### src/rtl/prom_access_seq_if.sv
// Pin-side and ROM-side signals of the 6301 PROM access sequencer.
// The master side is the bus pins plus the ROM lookup. The slave side is the sequencer.
interface prom_access_seq_if #(
  parameter int ADDR_W = 8,
  parameter int DATA_W = 4
);
  logic [ADDR_W-1:0] addr;
  logic              ce1_n;
  logic              ce2_n;
  logic [ADDR_W-1:0] rom_addr;
  logic [DATA_W-1:0] rom_data;
  logic [DATA_W-1:0] data;
  logic              oe_n;

  modport master (
    output addr, ce1_n, ce2_n, rom_data,
    input  rom_addr, data, oe_n
  );

  modport slave (
    input  addr, ce1_n, ce2_n, rom_data,
    output rom_addr, data, oe_n
  );
endinterface

### src/rtl/prom_access_seq.sv
// Access sequencer between the asynchronous 6301 bus pins and a combinational ROM lookup.
// It synchronizes the pins, waits a programmable access time, and holds data/oe_n after deselect.
module prom_access_seq #(
  parameter int ADDR_W        = 8,
  parameter int DATA_W        = 4,
  parameter int SYNC_STAGES   = 2,
  parameter int ACCESS_CYCLES = 3,
  parameter int HOLD_CYCLES   = 2
) (
  input  logic              clk,
  input  logic              reset,
  prom_access_seq_if.slave  bus
);

  localparam int CNT_MAX_AH = (ACCESS_CYCLES > HOLD_CYCLES) ? ACCESS_CYCLES : HOLD_CYCLES;
  localparam int CNT_MAX    = (CNT_MAX_AH > 2) ? CNT_MAX_AH : 2;
  localparam int CNT_W      = $clog2(CNT_MAX);

  localparam logic [CNT_W-1:0] CNT_ONE     = CNT_W'(1);
  localparam logic [CNT_W-1:0] ACCESS_LOAD = CNT_W'(ACCESS_CYCLES - 1);
  localparam logic [CNT_W-1:0] HOLD_LOAD   = (HOLD_CYCLES > 0) ? CNT_W'(HOLD_CYCLES - 1) : '0;
  localparam bit               HOLD_EN     = (HOLD_CYCLES > 0);

  localparam logic [1:0] IDLE   = 2'd0;
  localparam logic [1:0] ACCESS = 2'd1;
  localparam logic [1:0] VALID  = 2'd2;
  localparam logic [1:0] HOLD   = 2'd3;

  logic [ADDR_W-1:0] addr_sync_r [SYNC_STAGES];
  logic [1:0]        ce_sync_r   [SYNC_STAGES];

  logic [ADDR_W-1:0] addr_s;
  logic              sel_s;
  logic              addr_chg_s;

  logic [1:0]        state_r,    state_nxt_s;
  logic [CNT_W-1:0]  cnt_r,      cnt_nxt_s;
  logic              reaccess_r, reaccess_nxt_s;
  logic [ADDR_W-1:0] rom_addr_r, rom_addr_nxt_s;
  logic [DATA_W-1:0] data_r,     data_nxt_s;
  logic              oe_n_r,     oe_n_nxt_s;

  // The buffer is driven in VALID and HOLD, and also in ACCESS when it is a re-access of a selected device.
  function automatic logic is_driving(input logic [1:0] st, input logic re);
    logic drv;
    case (st)
      VALID:   drv = 1'b1;
      HOLD:    drv = 1'b1;
      ACCESS:  drv = re;
      default: drv = 1'b0;
    endcase
    return drv;
  endfunction

  // Pin synchronizer chains; on reset they read as deselected with address zero
  always_ff @(posedge clk) begin
    if (reset) begin
      for (int i = 0; i < SYNC_STAGES; i++) begin
        addr_sync_r[i] <= '0;
        ce_sync_r[i]   <= 2'b11;
      end
    end else begin
      addr_sync_r[0] <= bus.addr;
      ce_sync_r[0]   <= {bus.ce2_n, bus.ce1_n};
      for (int i = 1; i < SYNC_STAGES; i++) begin
        addr_sync_r[i] <= addr_sync_r[i-1];
        ce_sync_r[i]   <= ce_sync_r[i-1];
      end
    end
  end

  assign addr_s     = addr_sync_r[SYNC_STAGES-1];
  assign sel_s      = ~ce_sync_r[SYNC_STAGES-1][0] & ~ce_sync_r[SYNC_STAGES-1][1];
  assign addr_chg_s = (addr_s != rom_addr_r);

  // Next-state and datapath decode for the access/valid/hold sequence
  always_comb begin
    state_nxt_s    = state_r;
    cnt_nxt_s      = cnt_r;
    reaccess_nxt_s = reaccess_r;
    rom_addr_nxt_s = rom_addr_r;
    data_nxt_s     = data_r;
    case (state_r)
      IDLE: begin
        if (sel_s) begin
          rom_addr_nxt_s = addr_s;
          cnt_nxt_s      = ACCESS_LOAD;
          reaccess_nxt_s = 1'b0;
          state_nxt_s    = ACCESS;
        end else begin
          state_nxt_s = IDLE;
        end
      end
      ACCESS: begin
        if (!sel_s) begin
          if (reaccess_r && HOLD_EN) begin
            cnt_nxt_s   = HOLD_LOAD;
            state_nxt_s = HOLD;
          end else begin
            state_nxt_s = IDLE;
          end
        end else if (addr_chg_s) begin
          rom_addr_nxt_s = addr_s;
          cnt_nxt_s      = ACCESS_LOAD;
        end else if (cnt_r == '0) begin
          data_nxt_s  = bus.rom_data;
          state_nxt_s = VALID;
        end else begin
          cnt_nxt_s = cnt_r - CNT_ONE;
        end
      end
      VALID: begin
        if (!sel_s) begin
          if (HOLD_EN) begin
            cnt_nxt_s   = HOLD_LOAD;
            state_nxt_s = HOLD;
          end else begin
            state_nxt_s = IDLE;
          end
        end else if (addr_chg_s) begin
          rom_addr_nxt_s = addr_s;
          cnt_nxt_s      = ACCESS_LOAD;
          reaccess_nxt_s = 1'b1;
          state_nxt_s    = ACCESS;
        end else begin
          state_nxt_s = VALID;
        end
      end
      HOLD: begin
        if (sel_s) begin
          rom_addr_nxt_s = addr_s;
          cnt_nxt_s      = ACCESS_LOAD;
          reaccess_nxt_s = 1'b1;
          state_nxt_s    = ACCESS;
        end else if (cnt_r == '0) begin
          state_nxt_s = IDLE;
        end else begin
          cnt_nxt_s = cnt_r - CNT_ONE;
        end
      end
      default: begin
        state_nxt_s = IDLE;
      end
    endcase
    // oe_n stays low for one more cycle after leaving a driving state, which gives the HOLD+1 release
    oe_n_nxt_s = ~(is_driving(state_nxt_s, reaccess_nxt_s) | is_driving(state_r, reaccess_r));
  end

  // Sequencer registers; oe_n and data come straight from flops
  always_ff @(posedge clk) begin
    if (reset) begin
      state_r    <= IDLE;
      cnt_r      <= '0;
      reaccess_r <= 1'b0;
      rom_addr_r <= '0;
      data_r     <= '0;
      oe_n_r     <= 1'b1;
    end else begin
      state_r    <= state_nxt_s;
      cnt_r      <= cnt_nxt_s;
      reaccess_r <= reaccess_nxt_s;
      rom_addr_r <= rom_addr_nxt_s;
      data_r     <= data_nxt_s;
      oe_n_r     <= oe_n_nxt_s;
    end
  end

  assign bus.rom_addr = rom_addr_r;
  assign bus.data     = data_r;
  assign bus.oe_n     = oe_n_r;

endmodule

### src/flat_wrapper.sv
// flat-port wrapper written by rule: the top's interface ports become plain ports
module prom_access_seq_flat 
#(
  parameter int ADDR_W        = 8,
  parameter int DATA_W        = 4,
  parameter int SYNC_STAGES   = 2,
  parameter int ACCESS_CYCLES = 3,
  parameter int HOLD_CYCLES   = 2
)
  (clk, reset, bus_addr, bus_ce1_n, bus_ce2_n, bus_rom_data, bus_rom_addr, bus_data, bus_oe_n);
  prom_access_seq_if #(.ADDR_W(ADDR_W), .DATA_W(DATA_W)) bus_i ();
  input  logic clk;
  input  logic reset;
  input wire logic [$bits(bus_i.addr)-1:0] bus_addr;
  input wire logic [$bits(bus_i.ce1_n)-1:0] bus_ce1_n;
  input wire logic [$bits(bus_i.ce2_n)-1:0] bus_ce2_n;
  input wire logic [$bits(bus_i.rom_data)-1:0] bus_rom_data;
  output wire logic [$bits(bus_i.rom_addr)-1:0] bus_rom_addr;
  output wire logic [$bits(bus_i.data)-1:0] bus_data;
  output wire logic [$bits(bus_i.oe_n)-1:0] bus_oe_n;
  assign bus_i.addr = bus_addr;
  assign bus_i.ce1_n = bus_ce1_n;
  assign bus_i.ce2_n = bus_ce2_n;
  assign bus_i.rom_data = bus_rom_data;
  assign bus_rom_addr = bus_i.rom_addr;
  assign bus_data = bus_i.data;
  assign bus_oe_n = bus_i.oe_n;
  prom_access_seq #(.ADDR_W(ADDR_W), .DATA_W(DATA_W), .SYNC_STAGES(SYNC_STAGES), .ACCESS_CYCLES(ACCESS_CYCLES), .HOLD_CYCLES(HOLD_CYCLES)) u_core (.clk(clk), .reset(reset), .bus(bus_i));
endmodule
### config.mk
export PLATFORM = sky130hd
export DESIGN_NAME = prom_access_seq_flat
export DESIGN_NICKNAME = d
export VERILOG_FILES = /design/src/rtl/prom_access_seq_if.sv /design/src/rtl/prom_access_seq.sv /design/src/flat_wrapper.sv
export SDC_FILE = /design/constraint.sdc
export NUM_CORES = 1
export LEC_CHECK = 0
export CORE_ASPECT_RATIO = 2
export CORE_MARGIN = 10
export CORE_UTILIZATION = 42
export CTS_BUF_LIST = sky130_fd_sc_hd__clkbuf_4
export CTS_CLUSTER_DIAMETER = 50
export CTS_CLUSTER_SIZE = 30
export DETAILED_ROUTE_END_ITERATION = 8
export GPL_ROUTABILITY_DRIVEN = 0
export PLACE_DENSITY_LB_ADDON = 0.12
export SYNTH_ARGS = -nofsm -noshare
export SYNTH_HDL_FRONTEND = slang
export SYNTH_SLANG_ARGS = --single-unit
### constraint.sdc
create_clock -name clk -period 1.85 [get_ports clk]
set_input_delay 0.555 -clock clk [delete_from_list [all_inputs] [get_ports clk]]
set_output_delay 0.555 -clock clk [all_outputs]
set_load 0.05 [all_outputs]
# Word-level counts from Yosys, hierarchy flattened
# Memory sizes are Yosys's and may differ from the RTL's.
# Index checks and enable logic that the tools add are counted.
totals:
  ff_bits: 18
  latch_bits: 0
  ramBits: 20
  rom_bits: 0
  out_inout_bits: 13
  elab_cells: 78
  memories: 2
mem_list:
  columns: ["memory", "words", "word_bits", "rd", "rd_clocked_by_memory_dff", "write_ports", "line_no", "source"]
  rows:
  - ["u_core.addr_sync_r", 2, 8, 2, 0, 2, "prom_access_seq.sv:29", "logic [ADDR_W-1:0] addr_sync_r [SYNC_STAGES];"]
  - ["u_core.ce_sync_r", 2, 2, 2, 0, 2, "prom_access_seq.sv:30", "logic [1:0] ce_sync_r [SYNC_STAGES];"]
classes:
  addsub: 1
  mul: 0
  div_mod_pow: 0
  order_cmp: 0
  n_eq_ne: 13
  shift: 0
  muxes: 37
  n_bitwise: 10
  reduce_logical: 9
op_table:
  columns: ["operator", "count"]
  rows:
  - ["8-bit 2-to-1 mux", 5]
  - ["2-bit 2-to-1 mux", 18]
  - ["2-bit one-hot mux with 4 select lines", 2]
  - ["8-bit one-hot mux with 2 select lines", 1]
  - ["2-bit == test (second input constant)", 4]
  - ["1-bit 2-to-1 mux", 8]
  - ["2-bit by 1-bit inequality test with 1-bit output (second input constant)", 4]
  - ["8-bit inequality test", 1]
  - ["2-bit OR reduction", 4]
  - ["3-bit AND reduction", 2]
  - ["1-bit OR", 5]
  - ["2-bit by 1-bit == test with 1-bit output (second input constant)", 2]
  - ["2-bit zero test", 2]
  - ["1-bit inverter", 4]
  - ["1-bit one-hot mux with 2 select lines", 2]
  - ["4-bit AND reduction", 1]
  - ["3-bit by 1-bit inequality test with 1-bit output (second input constant)", 1]
  - ["3-bit inequality test (second input constant)", 1]
  - ["1-bit one-hot mux with 3 select lines", 1]
  - ["2-bit by 1-bit subtractor with 2-bit output (second input constant)", 1]
  - ["1-bit bitwise AND", 1]

# Logic depth before layout (Yosys ltp)
# Gate-level depths: netlist (run 1).
logic_depth:
  depth_word: 10
  ltp_mapped: 7

# Worst setup path after synthesis (run 1)
# Ideal clock, no wire load.
synth_path:
  kind: "register to register"
  startpoint: "reg u_core.rom_addr_r[3] (netlist: u_core.bus.rom_addr[3])"
  endpoint: "reg u_core.cnt_r[0]"
  arrival_ns: 1.923
  t_required_ns: 1.727
  path_slack_ns: -0.196
  stages_incl_launch_ff: 6
  synth_period_minus_slack_ns: 2.046
  path_cell_list: "dfxtp_1 > xor2_1 > nor4_4 > a31oi_1 > a21o_1 > mux2_1"
synth_via:
  elab_chain_len: 4
  elab_cells_between_ends: 6
synth_rtl:
  columns: ["element", "line_no", "source"]
  rows:
  - ["start: declaration", "prom_access_seq.sv:39", "logic [ADDR_W-1:0] rom_addr_r, rom_addr_nxt_s;"]
  - ["start signal: assignment", "prom_access_seq.sv:162", "rom_addr_r <= rom_addr_nxt_s;"]
  - ["8-bit inequality test (*)", "prom_access_seq.sv:74", "assign addr_chg_s = (addr_s != rom_addr_r);"]
  - ["2-bit 2-to-1 mux", "prom_access_seq.sv:102", "end else if (addr_chg_s) begin"]
  - ["2-bit 2-to-1 mux", "prom_access_seq.sv:95", "if (!sel_s) begin"]
  - ["2-bit one-hot mux with 4 select lines", "prom_access_seq.sv:83", "case (state_r)"]
  - ["end signal: assignment", "prom_access_seq.sv:160", "cnt_r <= cnt_nxt_s;"]
  - ["end: declaration", "prom_access_seq.sv:37", "logic [CNT_W-1:0] cnt_r, cnt_nxt_s;"]
# Every way passes the cells marked *; elsewhere a longest branch is shown, timed or not.
# A chain may end at the register's enable or synchronous reset.

# Worst setup path after layout (run 1)
layout_path:
  startpoint: "reg u_core.rom_addr_r[0] (netlist: u_core.bus.rom_addr[0])"
  endpoint: "reg u_core.cnt_r[0]"
# The elaborated chain is that of the path after synthesis.

==> impl_metrics.env, run 1 <==
export IMPL_synthCells=166
export IMPL_startpoint_type="register"
export IMPL_setup_viol=0
export IMPL_grt_pass1_wl_mm=6.30
export IMPL_nNetsFinal=229
export IMPL_status="finished clean"
export IMPL_pre_cts_ws_ns=0.0274
export IMPL_clockBufferDepth=2
export IMPL_fin_crit_sh_pct=97.9
export IMPL_min_period_ns=1.81
export IMPL_seq_area_frac_synth_pct=46.9
export IMPL_final_util_pct=57.7
export IMPL_dieArea_um2=6900
export IMPL_hpwlAfterDp_mm=2.95
export IMPL_crit_required_ns=2.08
export IMPL_grt_pass1_vias=1384
export IMPL_synth_area_per_cell_um2=9.78
export IMPL_fmax_ghz=0.552
export IMPL_combPwrFrac_pct=9.0
export IMPL_finalWorstSetupSlack_ns=0.0386
export IMPL_rsz0062_at_grt="true"
export IMPL_worst_pin_slew_ns=0.435
export IMPL_slew_headroom_pct=70.8
export IMPL_die_width_um=64.0
export IMPL_grt_max_degree=26
export IMPL_start_util_pct=44.0
export IMPL_drv_slew=0
export IMPL_wl_per_cell_um=14.7
export IMPL_cap_viol_max_count=0
export IMPL_synthTopCellsByArea="dfxtp_1 47%, nor2b_1 6.9%, mux2i_1 6.2%"
export IMPL_io_pins=29
export IMPL_pwr_share_seq_pct=55.6
export IMPL_skew_ns=0.00256
export IMPL_hold_violations=0
export IMPL_insertedDiodeCount=0
export IMPL_synth_top_area_cell="dfxtp_1"
export IMPL_critical_path_class="register to register"
export IMPL_p_sw_uw=329
export IMPL_coreArea_um2=3680
export IMPL_via_count=1345
export IMPL_yosysTopAreaCellShare_pct=46.9
export IMPL_htreeDepth=2
export IMPL_endpoint_kind="register"
export IMPL_first_iter_violations=75
export IMPL_clock_root_buffer="clkbuf_4"
export IMPL_synthArstFlopShare_pct=0
export IMPL_netlist_area_um2=1620
export IMPL_antenna_left=0
export IMPL_synth_ff_type="dfxtp_1"
export IMPL_drive_gt1_share_pct=27.3
export IMPL_yosys_warnings=0
export IMPL_hp_class="register to register"
export IMPL_placed_area_um2=2000
export IMPL_synth_cell_types=35
export IMPL_cp_max_fo=6
export IMPL_p_leak_nw=0.910
export IMPL_numPortBuffers=28
export IMPL_grtUsageTotal_pct=11.4
export IMPL_cts_tree="yes"
export IMPL_yosys_register_bits=38
export IMPL_overflow=0
export IMPL_internal_power_mw=1.20
export IMPL_syn_nets=187
export IMPL_die_y_um=108
export IMPL_power_density_nw_per_um2=719
export IMPL_dr_pass1_iters=4
export IMPL_via_per_inst=5.21
export IMPL_area_growth_pct=30.9
export IMPL_hold_buffers=0
export IMPL_arrival_ns=2.04
export IMPL_finalSetupTns_ns=0
export IMPL_sw_frac_of_total_pct=21.5
export IMPL_antenna_found_initial=0
export IMPL_clkLatencyLatePin_ns=0.33
export IMPL_clkTransAtPathRegs_ns=0.11
export IMPL_clkSinkCount=38
export IMPL_rows=31
export IMPL_design_area_um2=2120
export IMPL_wl_mm=3.79
export IMPL_synth_edf_count=0
export IMPL_clkPwrFrac_pct=35.4
export IMPL_cts_made_buffers=5
export IMPL_ir_worst_vdd_uv=644
export IMPL_drc_errors=0
==> cells in the mapped netlist (2+ instances only) <==
cell      instances
nand3_1           2
or2_2             6
nand2_1           8
nor2_1           18
a211oi_1          4
a21oi_1           8
xor2_1            8
mux2i_1          10
a311oi_1          2
nor4_4            2
dfxtp_1          38
nor2b_1          18
ha_1              5
nor4_1            3
inv_1             6
a31oi_1           3
o21ai_0           3
clkbuf_1          5
==> placed cells by master (no fill, tap or decap), drive strengths merged <==
master         netlist  layout
buf                  1      26
a41oi                1       1
clkinv               0       2
o221ai               1       1
nor2                18      18
o21ai                3       3
a311oi               2       2
a21oi                8       8
clkdlybuf4s50        0      15
nor4                 5       5
ha                   5       5
a211oi               4       4
bufinv               0       1
xor2                 8       8
nor3                 1       1
a2111oi              1       1
o211ai               1       1
nand4                1       1
a21o                 1       1
or2                  6       6
and2                 1       1
a221oi               1       1
a31oi                4       4
nand2                8       8
o31ai                1       1
nor2b               18      18
mux2i               10      10
mux2                 1       1
o211a                1       1
clkbuf               5       5
inv                  6       6
a2bb2oi              1       1
dfxtp               38      38
nand2b               1       1
nand3                2       2
and3                 1       1
==> state kept, by name, summed over array words and instances, names as in the netlist <==
name and cells:
u_core.addr_sync_r 16, u_core.bus.rom_addr 8, u_core.bus.data 4, u_core.ce_sync_r 4, u_core.cnt_r 2, u_core.state_r 2
u_core.bus.oe_n 1, u_core.reaccess_r 1
==> per-layer routing <==
metal  up-vias  track usage, %  part of all wire [%]
li1        654               -                     -
met5         -               0                     0
met3        14            3.65                   5.5
met2        49            21.3                    56
met1       628            10.2                    34
met4         0            6.92                   4.8
==> area by class of cell <==
type,count,area (um^2)
flip-flops and latches,38,772
clock inverters,3,40.0
repair buffers,41,358
fillers,344,1560
clock buffers,5,37.5
multi-input cells,116,833
well taps,49,61.3
inverters,6,22.5
==> cells by family after synthesis <==
logic type                 after synthesis  share of synthesized area, %
DFF                                     38                          46.9
buffers and inverters                   12                          3.24
AOI/OAI and AO/OA                       30                          13.3
adders and majority gates                5                          3.86
and+or+nand+nor                         62                          21.5
muxes                                   11                          6.86
xor gates and xnor gates                 8                          4.32
==> through the flow <==
stage	total power, mW	hold WS [ns]	cells
finish	1.53	0.430	258
global route	1.60	0.436	258
CTS	1.53	0.432	255
detailed placement	0.992	0.410	247
global placement	0.989	0.412	247
floorplan	0.931	0.389	166
==> timing repair <==
| action | in CTS | in global routing |
|---|---|---|
| setup endpoints to repair | 0 | 9 |
| resized for setup | 0 | 6 |
| buffers inserted | 0 | 3 |
==> power groups by stage <==
| stage | clock network, mW | logic, mW | registers [mW] |
|---|---|---|---|
| floorplan | 0 | 0.0643 | 0.867 |
| global placement | 0 | 0.121 | 0.867 |
| detailed placement | 0 | 0.125 | 0.868 |
| CTS | 0.559 | 0.125 | 0.849 |
| global route | 0.601 | 0.150 | 0.852 |
| finish | 0.541 | 0.137 | 0.849 |
==> worst max-delay path, stage by stage, from the launching register on <==
cell and delay, ns:
dfxtp_2 0.35, xor2_1 0.20, nor4_4 0.43, a31oi_1 0.21
a21o_1 0.22, mux2_1 0.30
==> path summary, 6_finish.rpt <==
| path | endpoint | slack, ns | from | cells after the start |
|---|---|---|---|---|
| hold / removal | u_core.ce_sync_r[0][2] | 0.43 | u_core.ce_sync_r[0][0] | 1 |
| setup reg to reg | u_core.cnt_r[0] | 0.04 | u_core.bus.rom_addr[0] | 5 |
| hold reg to reg | u_core.ce_sync_r[0][2] | 0.43 | u_core.ce_sync_r[0][0] | 1 |
| setup / recovery | u_core.cnt_r[0] | 0.04 | u_core.bus.rom_addr[0] | 5 |
No activity file was read; power rests on OpenSTA's default activity.
==> inputs of run 2 (changes only) <==
CORE_UTILIZATION = 50   (was 42)
==> run 2 against run 1 <==
Count of clock-buffer cells in the layout increased by 2. Critical path depth is 1 higher. Register-to-register slack improved by 0.03 ns. Wire length shrank 0.61%. Sequential power hardly changed. Largest cell class unchanged. Largest power group unchanged.
==> impl_metrics.env, run 2 (same netlist as run 1, synthesis figures left out) <==
export IMPL_status="finished clean"
export IMPL_clockBufferDepth=2
export IMPL_wl_met2_mm=2.13
export IMPL_rows=29
export IMPL_fin_crit_sh_pct=96.5
export IMPL_pre_cts_ws_ns=0.00328
export IMPL_power_density_nw_per_um2=678
export IMPL_grtUsageTotal_pct=13.3
export IMPL_numPortBuffers=28
export IMPL_cts_tree="yes"
export IMPL_final_cell_mix="30 x dfxtp_1, 24 x buf_4, 18 x nor2b_1, 17 x nor2_1, 15 x clkdlybuf4s50_1"
export IMPL_overflow=0
export IMPL_grt_max_degree=24
export IMPL_hp_start="u_core.addr_sync_r[0][1]"
export IMPL_arrival_ns=2.02
export IMPL_fmax_ghz=0.560
export IMPL_area_growth_pct=28.0
export IMPL_wl_per_cell_um=15.8
export IMPL_slew_headroom_pct=72.0
export IMPL_largest_register_ffs=16
export IMPL_wl_mm=3.77
export IMPL_clkTransAtPathRegs_ns=0.11
export IMPL_via_per_inst=5.58
export IMPL_final_util_pct=65.8
export IMPL_regMostFlops="u_core.addr_sync_r"
export IMPL_fillers=268
export IMPL_finalSetupTns_ns=0
export IMPL_cts_made_buffers=5
export IMPL_cp_max_fo=6
export IMPL_dp_cells=229
export IMPL_htreeDepth=2
export IMPL_grt_pass1_wl_mm=6.24
export IMPL_setup_viol=0
export IMPL_highest_layer="met4"
export IMPL_hold_violations=0
export IMPL_die_width_um=60.3
export IMPL_wl_met3_um=193
export IMPL_final_common_cell="dfxtp_1"
export IMPL_p_leak_nw=0.897
export IMPL_dr_pass1_iters=4
export IMPL_finalWorstSetupSlack_ns=0.0651
export IMPL_cap_viol_max_count=0
export IMPL_crit_slowest_cell="nor4_4"
export IMPL_critical_path_class="register to register"
export IMPL_wl_met1_mm=1.29
export IMPL_hpwlAfterDp_mm=2.88
export IMPL_drv_slew=0
export IMPL_clkLatencyLatePin_ns=0.34
export IMPL_io_pins=29
export IMPL_die_y_um=101
export IMPL_skew_ns=0.0144
export IMPL_total_power_mw=1.41
export IMPL_crit_chain="xor2_1 -> nor4_4 -> buf_6 -> a31oi_2 -> a21o_1 -> mux2_1"
export IMPL_nNetsFinal=228
export IMPL_clkSinkCount=38
export IMPL_clock_root_buffer="clkbuf_4"
export IMPL_min_period_ns=1.78
export IMPL_via_count=1329
export IMPL_dieArea_um2=6060
export IMPL_r2r_start="u_core.bus.rom_addr[0]"
export IMPL_start_util_pct=51.4
export IMPL_drive_gt1_share_pct=27.1
export IMPL_ir_worst_vdd_uv=708
export IMPL_startpoint_type="register"
export IMPL_crit_start="u_core.bus.rom_addr[0]"
export IMPL_final_cells=238
export IMPL_crit_required_ns=2.08
export IMPL_hp_class="register to register"
export IMPL_insertedDiodeCount=0
export IMPL_coreArea_um2=3160
export IMPL_endpoint_kind="register"
export IMPL_grt_pass1_vias=1379
export IMPL_worst_pin_slew_ns=0.419
export IMPL_first_iter_violations=59
export IMPL_antenna_left=0
export IMPL_cp_slowest_stage_delay_ns=0.35
export IMPL_drc_errors=0
export IMPL_antenna_found_initial=0
run 2: repair_timing:
action | 4_1_cts | 5_1_grt
buffers inserted | 0 | 2
pin swaps | 1 | 4
endpoints found under the setup margin | 2 | 13
gates resized for setup | 2 | 6
hold buffers | 0 | 0
cloned | 0 | 0
run 2: layout make-up:
type	instances	area (um^2)	share of cell area (%)
Clock buffer	7	52.6	2.53
Inverter	6	22.5	1.08
Multi-Input combinational cell	116	851	41.0
Sequential cell	38	771	37.1
Tap cell	31	38.8	1.87
Timing Repair Buffer	40	342	16.4
run 2: worst max-delay path: cells and delay by family, from the launching register on:
| family | cells | cell delay, ns |
|---|---|---|
| buf+inv | 1 | 0.18 |
| mux | 1 | 0.30 |
| compound gates | 2 | 0.30 |
| simple gates | 1 | 0.35 |
| xor+xnor | 1 | 0.21 |
| flops | 1 | 0.34 |
run 2: stage by stage:
step / hold WS [ns] / cell area (um^2)
2_1_floorplan: 0.389 / 1630
6_report: 0.428 / 2080
5_1_grt: 0.451 / 2080
3_3_place_gp: 0.398 / 1960
4_1_cts: 0.429 / 2030
3_5_place_dp: 0.402 / 1960
run 2: routing by layer:
layer / vias up / GRT usage, %
met2: 53 / 24.3
li1: 655 / -
met3: 14 / 3.54
met4: 0 / 8.51
met5: - / 0
met1: 607 / 12.0
run 2: final timing paths:
kind	end	slack [ns]	cells past startpoint
setup / recovery	u_core.cnt_r[0]	0.07	6
hold / removal	u_core.addr_sync_r[0][9]	0.43	1
setup reg to reg	u_core.cnt_r[0]	0.07	6
hold reg to reg	u_core.addr_sync_r[0][9]	0.43	1
run 2: where the power goes:
part | switching [mW] | internal [mW] | total (mW)
sequential | 0.00971 | 0.839 | 0.849
clock | 0.251 | 0.173 | 0.424
combinational | 0.0608 | 0.0753 | 0.136
total | 0.321 | 1.09 | 1.41
